--- config.mk ---
export PLATFORM = sky130hd
export DESIGN_NAME = mem_arbiter
export DESIGN_NICKNAME = d
export VERILOG_FILES = /design/src/rtl/cpu_types_pkg.sv /design/src/rtl/starve_counter.sv /design/src/rtl/mem_arbiter.sv
export SDC_FILE = /design/constraint.sdc
export NUM_CORES = 1
export LEC_CHECK = 0
export CAP_MARGIN = 20
export CORE_AREA = 2 2 104 106
export DETAILED_ROUTE_END_ITERATION = 6
export DIE_AREA = 0 0 106 108
export DONT_BUFFER_PORTS = 1
export GPL_TIMING_DRIVEN = 0
export SETUP_SLACK_MARGIN = 0.2
export SLEW_MARGIN = 25
export SYNTH_ARGS = -nofsm -noshare
export SYNTH_HDL_FRONTEND = slang
export SYNTH_SLANG_ARGS = --single-unit
export TNS_END_PERCENT = 1
--- constraint.sdc ---
create_clock -name CLK -period 2.7 [get_ports CLK]
set_input_delay 0.81 -clock CLK [delete_from_list [all_inputs] [get_ports CLK]]
set_output_delay 0.81 -clock CLK [all_outputs]
set_load 0.02 [all_outputs]
--- src/rtl/cpu_types_pkg.sv ---
// Shared CPU types: memory arbiter state and starvation limit defaults.
package cpu_types_pkg;

   typedef enum logic [1:0] {
      IDLE,
      I_ACC,
      D_ACC
   } arb_state_t;

   localparam int ARB_STARVE_DEFAULT = 4;

   function automatic int starve_w(input int lim);
      return $clog2(lim + 1);
   endfunction

endpackage

--- src/rtl/starve_counter.sv ---
// Saturating counter of lost instruction-side arbitrations.
module starve_counter
   import cpu_types_pkg::*;
#(
   parameter int LIMIT = ARB_STARVE_DEFAULT
) (
   input  logic CLK,
   input  logic nRST,
   input  logic inc,
   input  logic clr,
   output logic sat
);

   localparam int W = starve_w(LIMIT);
   localparam logic [W-1:0] LIM = W'(LIMIT);

   logic [W-1:0] cnt_q;
   logic [W-1:0] cnt_d;

   assign sat = (cnt_q == LIM);

   always_comb begin
      cnt_d = cnt_q;
      if (clr)
         cnt_d = '0;
      else if (inc && !sat)
         cnt_d = cnt_q + 1'b1;
   end

   always_ff @(posedge CLK or negedge nRST) begin
      if (!nRST)
         cnt_q <= '0;
      else
         cnt_q <= cnt_d;
   end

endmodule

--- src/rtl/mem_arbiter.sv ---
// Single RAM port arbiter: data side has priority, instruction side
// is forced through after STARVE_LIMIT consecutive lost arbitrations.
module mem_arbiter
   import cpu_types_pkg::*;
#(
   parameter int STARVE_LIMIT = ARB_STARVE_DEFAULT,
   parameter int ADDR_W       = 32
) (
   input  logic              CLK,
   input  logic              nRST,
   input  logic              iREN,
   input  logic [ADDR_W-1:0] iaddr,
   output logic [ADDR_W-1:0] iload,
   output logic              iwait,
   input  logic              dREN,
   input  logic              dWEN,
   input  logic [ADDR_W-1:0] daddr,
   input  logic [ADDR_W-1:0] dstore,
   output logic [ADDR_W-1:0] dload,
   output logic              dwait,
   output logic              ramREN,
   output logic              ramWEN,
   output logic [ADDR_W-1:0] ramaddr,
   output logic [ADDR_W-1:0] ramstore,
   input  logic [ADDR_W-1:0] ramload,
   input  logic              ram_ready
);

   arb_state_t state_q, state_d;
   logic       wr_q, wr_d;
   logic       dreq;
   logic       inc, clr, sat;

   assign dreq  = dREN | dWEN;
   assign iload = ramload;
   assign dload = ramload;

   starve_counter #(.LIMIT(STARVE_LIMIT)) u_starve (
      .CLK  (CLK),
      .nRST (nRST),
      .inc  (inc),
      .clr  (clr),
      .sat  (sat)
   );

   always_comb begin
      state_d  = state_q;
      wr_d     = wr_q;
      inc      = 1'b0;
      clr      = 1'b0;
      ramREN   = 1'b0;
      ramWEN   = 1'b0;
      ramaddr  = '0;
      ramstore = '0;
      iwait    = 1'b1;
      dwait    = 1'b1;
      unique case (state_q)
         IDLE: begin
            if (dreq && !(iREN && sat)) begin
               state_d = D_ACC;
               wr_d    = dWEN;
               inc     = iREN;
               clr     = !iREN;
            end else begin
               clr = 1'b1;
               if (iREN)
                  state_d = I_ACC;
            end
         end
         I_ACC: begin
            if (!iREN) begin
               state_d = IDLE;
            end else begin
               ramREN  = 1'b1;
               ramaddr = iaddr;
               if (ram_ready) begin
                  iwait   = 1'b0;
                  state_d = IDLE;
               end
            end
         end
         D_ACC: begin
            if (!dreq) begin
               state_d = IDLE;
            end else begin
               ramWEN   = wr_q;
               ramREN   = !wr_q;
               ramaddr  = daddr;
               ramstore = dstore;
               if (ram_ready) begin
                  dwait   = 1'b0;
                  state_d = IDLE;
               end
            end
         end
         default: state_d = IDLE;
      endcase
   end

   always_ff @(posedge CLK or negedge nRST) begin
      if (!nRST) begin
         state_q <= IDLE;
         wr_q    <= 1'b0;
      end else begin
         state_q <= state_d;
         wr_q    <= wr_d;
      end
   end

endmodule

# == Word level (Yosys, flattened, before mapping) ==
# Index checks and enable logic that the tools add are counted.
# W data, S select, Z words.
# totals
regBits,6
in_bits,134
out_inout_bits,132
elab_cells,46
# op_classes
add_sub_neg,1
n_eq_ne,4
muxes,27
n_bitwise,1
n_reduce_logical,10
# ops
cell,count
$mux W32,4
$pmux W32 S2,1
$mux W1,13
$mux W2,5
$mux W3,2
$pmux W2 S3,1
$logic_not A1 Y1,4
$add A3 B1 Y3 const B,1
$eq A3 B3 Y1 const B,1
$logic_and A1 B1 Y1,3
$ne A3 B3 Y1 const B,1
$eq A2 B1 Y1 const B,1
$eq A2 B2 Y1 const B,1
$logic_not A2 Y1,1
$pmux W1 S2,1
$reduce_and A2 Y1,1
$reduce_bool A2 Y1,1
$or A1 B1 Y1,1

# == Longest topological paths before layout ==
# Gate-level depths: netlist of run 1.
# logic_depth
word_depth,9
ltp_mapped,7
mapped_depth_nobuf,5

# == Modules after synthesis ==
# A second synthesis of run 1 with hierarchy kept.
# unflattened
hier_cells,228
hier_area_um2,1737.9
# modules_own_cells
mod,instances,cells_each,area_per_inst_um2,seq_area_each_um2
mem_arbiter,1,210,1540.2,75.1
starve_counter,1,18,197.7,75.1

# == Worst setup path before layout of run 1 ==
# No wires, ideal clock.
# synth_timing
kind,input-to-output
from,input port dWEN
to,output port ramaddr[0]
arrival_ns,1.655
required_ns,1.890
path_slack_ns,0.235
path_stages,4
path_buffers,1
path_cell_list,o21a_2 > clkbuf_1 > a22oi_1 > nor2b_1
# synth_between
elab_chain_cells,3
# synth_rtl
item,line_no,text
from (decl),mem_arbiter.sv:16,"input logic dWEN,"
$or A1 B1 Y1,mem_arbiter.sv:34,assign dreq = dREN | dWEN;
$mux W32,mem_arbiter.sv:83,if (!dreq) begin
$pmux W32 S2,mem_arbiter.sv:57,unique case (state_q)
to (decl),mem_arbiter.sv:23,"output logic [ADDR_W-1:0] ramaddr,"
# No other way between the ends.

# == Final worst setup path of run 1 ==
# layout_timing
from,register state_q[0]
to,output port ramaddr[23]
# layout_between
elab_chain_cells,2
elab_cells_between_ends,3
cone_classes,eq/ne: 2; mux: 1
# layout_rtl
item,line_no,text
from (decl),mem_arbiter.sv:29,"arb_state_t state_q, state_d;"
from (signal assigned),mem_arbiter.sv:105,state_q <= state_d;
$eq A2 B2 Y1 or $eq A2 B1 Y1 (tied branches),mem_arbiter.sv:57,
$pmux W32 S2 (*),mem_arbiter.sv:57,
# Mark *: on every way between the ends. The rest lies on a longest branch, timed or not.

==> results of run 1 <==
-- state kept, by name (all words and copies together), names as in the netlist --
register	flops
state_q	2
u_starve.cnt_q	3
wr_q	1
-- placed cells by master, fill, tap and decap left out, types with 2 or more instances in the layout --
| cell type | n |
|---|---|
| nor2b_2 | 21 |
| clkbuf_2 | 2 |
| nand2_1 | 8 |
| a22oi_2 | 15 |
| and2_2 | 3 |
| a21oi_1 | 2 |
| a32o_1 | 2 |
| buf_4 | 69 |
| ha_1 | 6 |
| a22oi_1 | 17 |
| dfrtp_1 | 5 |
| inv_2 | 2 |
| a31oi_1 | 2 |
| and2_1 | 4 |
| nor2b_4 | 12 |
| inv_1 | 4 |
| nor2_1 | 3 |
| buf_8 | 3 |
| and2_4 | 27 |
| clkbuf_8 | 3 |
| buf_6 | 3 |
| nand3_1 | 3 |
-- power by group --
part	internal [mW]	total (mW)	switching [mW]
Sequential	0.128	0.159	0.0310
Combinational	0.738	1.74	1.01
Clock	0.0964	0.141	0.0451
Total	0.962	2.05	1.08
-- worst max path at each step --
stage                           from           end  slack (ns)
after floorplan                 dWEN    ramaddr[0]        0.23
after global placement          dWEN  ramstore[21]       -0.08
after detailed placement        dWEN   ramaddr[11]       -0.11
after CTS                 state_q[0]   ramaddr[11]        0.16
after global routing      state_q[0]  ramstore[21]        0.15
final                     state_q[0]   ramaddr[23]        0.22
-- per-stage QoR --
step / cells / utilization
after floorplan: 226 / -
after global placement: 362 / 0.178
after detailed placement: 362 / 0.178
after CTS: 365 / 0.205
after global routing: 366 / 0.219
final: 366 / 0.219
-- synth_stat cells (all sizes together) --
master and n:
or2 1, a21oi 2, o21a 2, a32o 2, nand3 3, a21o 1, and2 34, nor2 3
nand2b 1, nor4 1, nor2b 33, clkbuf 8, buf 70, and4b 1, inv 6, dfrtp 6
a31oi 2, o21ai 1, a22oi 32, ha 7, nand2 8, o22ai 1, a211o 1
-- cell families after synthesis --
family,after synthesis
AOI/OAI and AO/OA,44
and+or+nand+nor,85
adders and majority gates,7
buffers and inverters,84
DFF,6
-- timing repair --
item | CTS | global route
gates resized for setup | 99 | 56
hold buffers | 0 | 0
setup endpoints to repair | 67 | 63
setup buffers | 0 | 1
pin swaps | 0 | 1
-- layer usage --
metal / global-route usage / up-vias / routed length, um
met5: 0 / - / 0
met4: 0.0169 / 0 / 81
met3: 0.00904 / 7 / 556
met2: 0.221 / 163 / 4110
met1: 0.112 / 774 / 2370
li1: - / 698 / -
-- layout make-up --
class | count | area [um^2] | share of cell area
Clock buffer | 3 | 41.3 | 0.0185
Timing Repair Buffer | 1 | 7.51 | 0.00336
Tap cell | 136 | 170 | 0.0761
Sequential cell | 6 | 151 | 0.0677
Inverter | 6 | 22.5 | 0.0101
Buffer | 78 | 627 | 0.280
Multi-Input combinational cell | 136 | 1220 | 0.544
==> impl_metrics.tcl, run 1 <==
set metrics [dict create \
    status "finished, final reports clean" \
    worstPathMaxFanout 10 \
    syn2layout_area_growth_pct 35.7 \
    critical_path_class "flop to output port" \
    syn_area_um2 1650 \
    cp_slowest_cell "dfrtp_2" \
    yosys.area_share.simple 0.308 \
    vias_per_cell 4.49 \
    nNetsFinal 373 \
    synth_area_leaders "buf_4, a22oi_1, and2_1" \
    cp_cell_sequence "ha_1 > and2_4 > buf_6 > buf_8 > a22oi_1 > nor2b_2" \
    synth_top_area_share 0.305 \
    yosysWarnings 0 \
    wl_per_cell_um 19.4 \
    leakagePower_nw 0.951 \
    grt_pass1_wl_mm 8.91 \
    p_per_area_nw_per_um2 914 \
    synth_cell_types 27 \
    antenna_found_initial 0 \
    grt_util_all_layers 0.104 \
    worstPathArrival_ns 1.67 \
    avgSynthCellArea_um2 7.30 \
    clk_pin_slew_ns 0.04 \
    cts.path.max_buffers 2 \
    synth_top_family_by_area "buffers and inverters" \
    tritoncts "built" \
    clockRootBuffer "clkbuf_8" \
    worst_slack_ns 0.219 \
    synth_fp_nets 367 \
    endpoint_kind "output port" \
    die_h_um 108 \
    routed_wl_mm 7.11 \
    synth_compound_area_frac 0.198 \
    ys_ff_latch 6 \
    rr_startpoint "state_q[0]" \
    worstReg2RegEnd "state_q[1]" \
    hold_path.class "input port to asynchronous set/reset pin" \
    cts_buffers 3 \
    clock_sinks 6 \
    muxShareOfSynthArea 0 \
    die_area_um2 11400 \
    cp.buffers_inverters 2 \
    fin_crit_sh 0.919 \
    cp_top_family "flip-flops" \
    place_hpwl_mm 6.04 \
    path_depth 6 \
    setup_viol 0 \
    synth_top_area_cell "buf_4" \
    ant_nets 0 \
    holdWs_ns 0.277 \
    cpPeakStageDelay_ns 0.44 \
    overflow 0 \
    grt_pass1_vias 1561 \
    nFillCells 1121 \
    drc 0 \
    vias 1642 \
    synthAdderAreaFrac 0.0531 \
    htreeDepth 1 \
    r2r_slack_ns 1.14 \
    drive_above_1_share 0.726 \
    slew_viol_final 0 \
    syn_inst 226 \
    fmax_mhz 403 \
    worst_slew_pin_slew_ns 0.308 \
    fp-row-count 37 \
    ir_drop_mv 0.284 \
    io-pin-count 266 \
    rsz0062_at_grt "yes" \
    finalPower_mw 2.05 \
    ys_seq_area_frac 0.0910 \
    setup-tns-final_ns 0 \
    first_iter_violations 73 \
    start_kind "flop" \
    place_ws_ns -0.113 \
    fp.coreArea_um2 10200 \
    port_buffers 0 \
    postPlaceCellArea_um2 1820 \
    reg2regPathDepth 5 \
    synth_xor_area_frac 0 \
    first_pass_iters 6 \
    start_util 0.161 \
    fin_worst_skew_ns 0.000233 \
    insertedDiodeCount 0 \
    insertion_delay_ns 0.23 \
    place.gp.congestion 0.758 \
    die_w_um 106 \
    slew_headroom 0.794 \
    cp.required_ns 1.89 \
    grt_max_degree 11 \
    hold_violations 0 \
    maxCapViolations 0 \
    min_period_ns 2.48 \
    stdcell_area_um2 2240 \
]
(Power assumes the default switching activity.)
==> run 2: changes to the inputs <==
--- a/config.mk
+++ b/config.mk
@@ -11,7 +11,9 @@
 export DIE_AREA = 0 0 106 108
 export DONT_BUFFER_PORTS = 1
 export GPL_TIMING_DRIVEN = 0
+export HOLD_SLACK_MARGIN = 0.05
 export SETUP_SLACK_MARGIN = 0.2
+export SKIP_CTS_REPAIR_TIMING = 1
 export SLEW_MARGIN = 25
 export SYNTH_ARGS = -nofsm -noshare
 export SYNTH_HDL_FRONTEND = slang
==> run 2 against run 1 <==
  * Clock power about the same
  * Highest routed layer unchanged
  * Via count is 1.3% lower
  * Clock-buffer cell count is the same
  * Cell area decreased by 4.0%
==> impl_metrics.tcl, run 2 (synthesis gave the netlist of run 1 again) <==
set metrics [dict create \
    status "finished, final reports clean" \
    insertion_delay_ns 0.23 \
    routed_wl_mm 7.02 \
    start_util 0.161 \
    worst_slew_pin_slew_ns 0.311 \
    io-pin-count 266 \
    overflow 0 \
    critical_path_class "flop to output port" \
    clockRootBuffer "clkbuf_8" \
    die_w_um 106 \
    first_iter_violations 98 \
    cts.path.max_buffers 2 \
    clock_sinks 6 \
    worstPathMaxFanout 10 \
    regArea_um2 151 \
    largest_register_ff_count 3 \
    insertedDiodeCount 0 \
    drive_above_1_share 0.691 \
    fin_worst_skew_ns 0.000113 \
    drc 0 \
    worstReg2RegEnd "state_q[1]" \
    wl_per_cell_um 19.2 \
    hold_path.class "input port to asynchronous set/reset pin" \
    fp-row-count 37 \
    rr_startpoint "state_q[0]" \
    p_per_area_nw_per_um2 910 \
    finalPower_mw 1.95 \
    fp.coreArea_um2 10200 \
    ant_nets 0 \
    place_hpwl_mm 6.04 \
    mostFrequentLayoutCells "buf_4, nor2b_2, and2_4" \
    worst_slack_ns 0.179 \
    rsz0062_at_grt "yes" \
    slew_headroom 0.792 \
    die_h_um 108 \
    grt_pass1_vias 1493 \
    htreeDepth 1 \
    nNetsFinal 373 \
    regMostFlops "u_starve.cnt_q" \
    cts_buffers 3 \
    grt_max_degree 11 \
    endpoint_kind "output port" \
    start_kind "flop" \
    setup_viol 0 \
    place.gp.congestion 0.758 \
    hold_violations 0 \
    multi_input_area_um2 1140 \
    grt_pass1_wl_mm 8.65 \
    layout_commonest_cell "buf_4" \
    nFillCells 1118 \
    fmax_mhz 397 \
    antenna_found_initial 0 \
    worstPathArrival_ns 1.71 \
    port_buffers 0 \
    vias_per_cell 4.43 \
    reg_top3 "u_starve.cnt_q: 3 flops, state_q: 2 flops, wr_q: 1 flops" \
    min_period_ns 2.52 \
    grt_util_all_layers 0.102 \
    clk_pin_slew_ns 0.04 \
    first_pass_iters 4 \
    ir_drop_mv 0.236 \
    r2r_slack_ns 1.15 \
    tritoncts "built" \
    leakagePower_nw 0.921 \
    place_ws_ns -0.113 \
    die_area_um2 11400 \
    slew_viol_final 0 \
    vias 1620 \
    reg2regPathDepth 5 \
    maxCapViolations 0 \
    fin_crit_sh 0.934 \
    syn2layout_area_growth_pct 30.3 \
    cp.required_ns 1.89 \
]
## run 2: cell counts in the layout (fill, tap and decap cells not counted)
Identical to the previous run, type by type.
## run 2: how the worst max path moves through the flow
stage / startpoint / end / depth (start not counted)
2_1_floorplan: dWEN / ramaddr[0] / 4
3_3_place_gp: dWEN / ramstore[21] / 4
3_5_place_dp: dWEN / ramaddr[11] / 4
4_1_cts: state_q[0] / ramaddr[11] / 6
5_1_grt: state_q[0] / ramaddr[25] / 6
6_report: state_q[0] / ramaddr[25] / 6
## run 2: worst max-delay path, cell delays in order, from the launching register on
cell and delay [ns]:
dfrtp_2 0.44, ha_1 0.20, and2_4 0.15, buf_6 0.14, buf_8 0.15, a22oi_1 0.29, nor2b_4 0.10
## run 2: area by class of cell
class | instances | area share
buffer | 78 | 0.288
clock buffer | 3 | 0.0192
inverter | 6 | 0.0105
multi-input combinational | 136 | 0.529
sequential | 6 | 0.0705
tap | 136 | 0.0792
timing repair buffer | 1 | 0.00349
## run 2: metal layers
| layer | up-vias | routed length [um] | GRT usage |
|---|---|---|---|
| met1 | 752 | 2370 | 0.111 |
| met5 | - | 0 | 0 |
| met2 | 163 | 3990 | 0.211 |
| met3 | 7 | 561 | 0.00904 |
| met4 | 0 | 102 | 0.0244 |
| li1 | 698 | - | - |
## run 2: power breakdown
group          switching [mW]  internal, mW
clock network          0.0462        0.0964
registers              0.0306         0.128
logic                   0.969         0.683
total                    1.05         0.908
## run 2: metrics by stage
stage,setup TNS [ns],hold slack [ns],util,cell area (um^2),instances
after floorplan,0,0.479,-,1650,226
final,0,0.275,0.210,2150,366
after detailed placement,-1.20,0.515,0.178,1820,362
after global routing,0,0.272,0.210,2150,366
after CTS,-10.89,0.276,0.182,1860,365
after global placement,-0.492,0.500,0.178,1820,362
==> run 3: changes to the inputs <==
--- a/config.mk
+++ b/config.mk
@@ -5,6 +5,7 @@
 export SDC_FILE = /design/constraint.sdc
 export NUM_CORES = 1
 export LEC_CHECK = 0
+export ABC_CLOCK_PERIOD_IN_PS = 2700
 export CAP_MARGIN = 20
 export CORE_AREA = 2 2 104 106
 export DETAILED_ROUTE_END_ITERATION = 6
==> results of run 3 <==
Same layout as run 2: the final DEF is identical, and so are final timing and power.
